## src/rtl/memory.sv

```systemverilog
// True dual-port synchronous RAM: two independent read/write ports sharing one
// clock and one array, registered read data, port A wins same-address writes.
module memory #(
    parameter int ADDR = 4,
    parameter int DATA = 8
) (
    input  logic            clk,
    input  logic            rst_n,
    input  logic            a_wr,
    input  logic [ADDR-1:0] a_addr,
    input  logic [DATA-1:0] a_din,
    output logic [DATA-1:0] a_dout,
    input  logic            b_wr,
    input  logic [ADDR-1:0] b_addr,
    input  logic [DATA-1:0] b_din,
    output logic [DATA-1:0] b_dout
);

    localparam int unsigned DEPTH = 1 << ADDR;

    logic [DATA-1:0] mem [DEPTH];

    // Reads sample the array before this edge's writes land, so a reader on the
    // other port sees old data; A's write is scheduled last so it wins collisions.
    always_ff @(posedge clk) begin
        if (!rst_n) begin
            a_dout <= '0;
            b_dout <= '0;
        end else begin
            if (b_wr) mem[b_addr] <= b_din;
            if (a_wr) mem[a_addr] <= a_din;
            if (!a_wr) a_dout <= mem[a_addr];
            if (!b_wr) b_dout <= mem[b_addr];
        end
    end

endmodule

```

## config.mk

```make
export PLATFORM = sky130hd
export DESIGN_NAME = memory
export DESIGN_NICKNAME = d
export VERILOG_FILES = /design/src/rtl/memory.sv
export SDC_FILE = /design/constraint.sdc
export NUM_CORES = 1
export LEC_CHECK = 0
export ABC_CLOCK_PERIOD_IN_PS = 2400
export BUFFER_PORTS_ARGS = -buffer_cell sky130_fd_sc_hd__buf_2
export CAP_MARGIN = 25
export CORE_UTILIZATION = 30
export CTS_CLUSTER_SIZE = 8
export DETAILED_ROUTE_END_ITERATION = 8
export SYNTH_ARGS = -nofsm -noshare
export SYNTH_HDL_FRONTEND = slang
export SYNTH_SLANG_ARGS = --single-unit
```

## constraint.sdc

```tcl
create_clock -name clk -period 2.4 [get_ports clk]
set_clock_uncertainty 0.15 [all_clocks]
set_input_delay 0.24 -clock clk [delete_from_list [all_inputs] [get_ports clk]]
set_output_delay 0.24 -clock clk [all_outputs]
set_load 0.05 [all_outputs]
```

==> results.json <==
{
  "dieHeight_um": 169,
  "synth.area.mux_share_pct": 34.9,
  "dieWidth_um": 169,
  "p_switching_uw": 1550,
  "setup_viol": 0,
  "cts_tree": "yes",
  "ys_ff_latch": 144,
  "slew_violations": 0,
  "grt_usage_pct": 18.3,
  "nNetsFinal": 631,
  "hold_violations": 0,
  "route.final.wire_length_um": 25400,
  "path_max_fanout": 14,
  "run_status": "complete, no violations",
  "floorplan.initialDensity_pct": 30.8,
  "fill_cells": 2624,
  "cp-end-kind": "flip-flop",
  "area_growth_pct": 16.1,
  "drt_iter0_markers": 599,
  "dieArea_sq_mm": 0.0285,
  "pwr-share-seq_pct": 44.2,
  "arrival_ps": 1720,
  "power_frac_comb_pct": 12.6,
  "leakage_uw": 0.00329,
  "netSwitchingFraction_pct": 24.0,
  "tns_ps": 0,
  "p_clk_share_pct": 43.2,
  "synth_adder_area_share_pct": 0,
  "dominantRegCellSynth": "edfxtp_1",
  "numCtsBuffers": 17,
  "pwr_density_cell_mw_per_mm2": 665,
  "mostFrequentLayoutCells": "140 x mux2_2, 128 x edfxtp_1, 43 x buf_2, 40 x mux4_2, 34 x buf_4",
  "timing.final.crit_share_pct": 76.2,
  "antenna_found_initial": 0,
  "synth_warnings": 0,
  "dpl_worst_slack_ps": 183,
  "gp_congestion": 0.983,
  "core_area_sq_mm": 0.0272,
  "max_clock_freq_ghz": 0.547,
  "synthSimpleGateAreaFrac_pct": 4.30,
  "syn-num-nets": 588,
  "antenna_left": 0,
  "clkSinkCount": 144,
  "seq_area_frac_synth_pct": 49.8,
  "syn_avg_cell_area_sq_um": 14.9,
  "fin_crit_ps": 1830,
  "hp-class": "primary input to flip-flop",
  "postCtsSetupRepairBufs": 0,
  "port_buffers": 43,
  "grt_overflow": 0,
  "worst_slew_pin_slew_ps": 1050,
  "via_count": 5460,
  "critical_path_class": "primary input to flip-flop",
  "critical_path.startpoint_type": "primary input",
  "clockRootBuffer": "clkbuf_16",
  "synthXorXnorAreaFrac_pct": 0,
  "synth_top_family_by_area": "multiplexers",
  "grt_max_degree": 36,
  "fp-row-count": 60,
  "grt_pass1_wl_um": 37300,
  "ir_drop_uv": 469,
  "synth_compound_area_share_pct": 7.59,
  "layout_commonest_cell": "mux2_2",
  "via_per_inst": 5.53,
  "ys_async_sr_fraction_pct": 0,
  "dp_hpwl_um": 17700,
  "cts_resized": 0,
  "ys_types": 43,
  "register_area_sq_mm": 0.00416,
  "clock_path_buffers": 2,
  "clkTransAtPathRegs_ps": 60,
  "synth_cells": 560,
  "drc": 0,
  "htreeDepth": 4,
  "cts_hold_buf": 0,
  "drv_cap": 0,
  "cp_data_required_time_ps": 2290,
  "grt_pass1_vias": 5561,
  "drtPass1Iterations": 5,
  "layout-drive-gt1-share_pct": 52.8,
  "syn_area_sq_mm": 0.00836,
  "rsz0062_at_grt": "false",
  "clk_latency_ps": 430,
  "intPower_uw": 4900,
  "multiInputGateArea_sq_mm": 0.00391,
  "timing.final.ws_setup_ps": 572,
  "synth_edf_count": 128,
  "maxSlewHeadroom_pct": 30.1,
  "ios": 44,
  "post_drt_wl_per_cell_um": 25.7,
  "diodes": 0
}
[registers in the layout, summed over array words and instances (netlist names)]
| signal | flops |
|---|---|
| mem | 128 |
| b_dout | 8 |
| a_dout | 8 |
[critical path: stages]
cell	delay (ps)
buf_2	230
nor2_1	190
nand3_1	180
o21bai_1	870
[final timing paths]
path | end | startpoint | depth (start not counted) | slack, ps
worst max-delay path | mem[2][6] | b_addr[3] | 4 | 570
worst min-delay path | b_dout[5] | b_wr | 3 | 130
worst max register to register | b_dout[4] | mem[15][4] | 3 | 610
worst min register to register | b_dout[2] | b_dout[2] | 2 | 390
[power groups by stage]
stage	combinational (uW)	clock, uW	sequential, uW
finish	816	2790	2850
global route	853	2910	2850
CTS	808	2810	2850
detailed placement	804	0	2900
global placement	789	0	2900
floorplan	470	0	2960
[cells in the mapped netlist (all sizes together), types with 5 or more instances]
cell | instances | share of area (%)
o21ai | 20 | 1.2
nor2 | 11 | 0.76
a21oi | 16 | 0.96
dfxtp | 16 | 3.8
clkbuf | 33 | 1.5
o22ai | 10 | 0.75
mux4 | 40 | 11
a222oi | 7 | 0.84
mux2 | 156 | 22
a22oi | 15 | 1.3
o221ai | 9 | 0.94
mux2i | 20 | 2.4
buf | 23 | 1.8
edfxtp | 128 | 46
nor3 | 5 | 0.70
a31oi | 16 | 1.2
[logic make-up (layout without fill, tap and decap cells)]
group                  Yosys count  count (layout)
AND/OR/NAND/NOR                 45              45
AO/OA/AOI/OAI                   97              97
multiplexers                   216             216
buffers and inverters           58             114
flip-flops                     144             144
[stage by stage]
step | power [uW] | area, sq um | utilization (%) | hold WS, ps | cells
final | 6450 | 9710 | 35.7 | 133 | 988
after global routing | 6620 | 9710 | 35.7 | 135 | 988
after CTS | 6470 | 9710 | 35.7 | 117 | 988
after detailed placement | 3700 | 9080 | 33.4 | 382 | 956
after global placement | 3680 | 9080 | 33.4 | 377 | 956
after floorplan | 3430 | 8360 | - | 307 | 560
[metal layers]
layer  vias to the layer above  global-route usage, %  part of all wire (%)  wire length, um
met4                         0                   7.83                   3.1              797
li1                       2375                      -                     -                -
met2                       231                   29.6                    48            12200
met5                         -                      0                     0                0
met1                      2814                   23.6                    43            10800
met3                        40                   3.88                   6.2             1560
[final cells by class]
class | count | share of cell area [%]
multi-input combinational | 358 | 40.3
clock inverter | 9 | 1.33
tap | 372 | 4.80
timing repair buffer | 80 | 5.47
clock buffer | 23 | 5.13
inverter | 2 | 0.0773
sequential | 144 | 42.9
No activity file was read; power rests on OpenSTA's default activity.
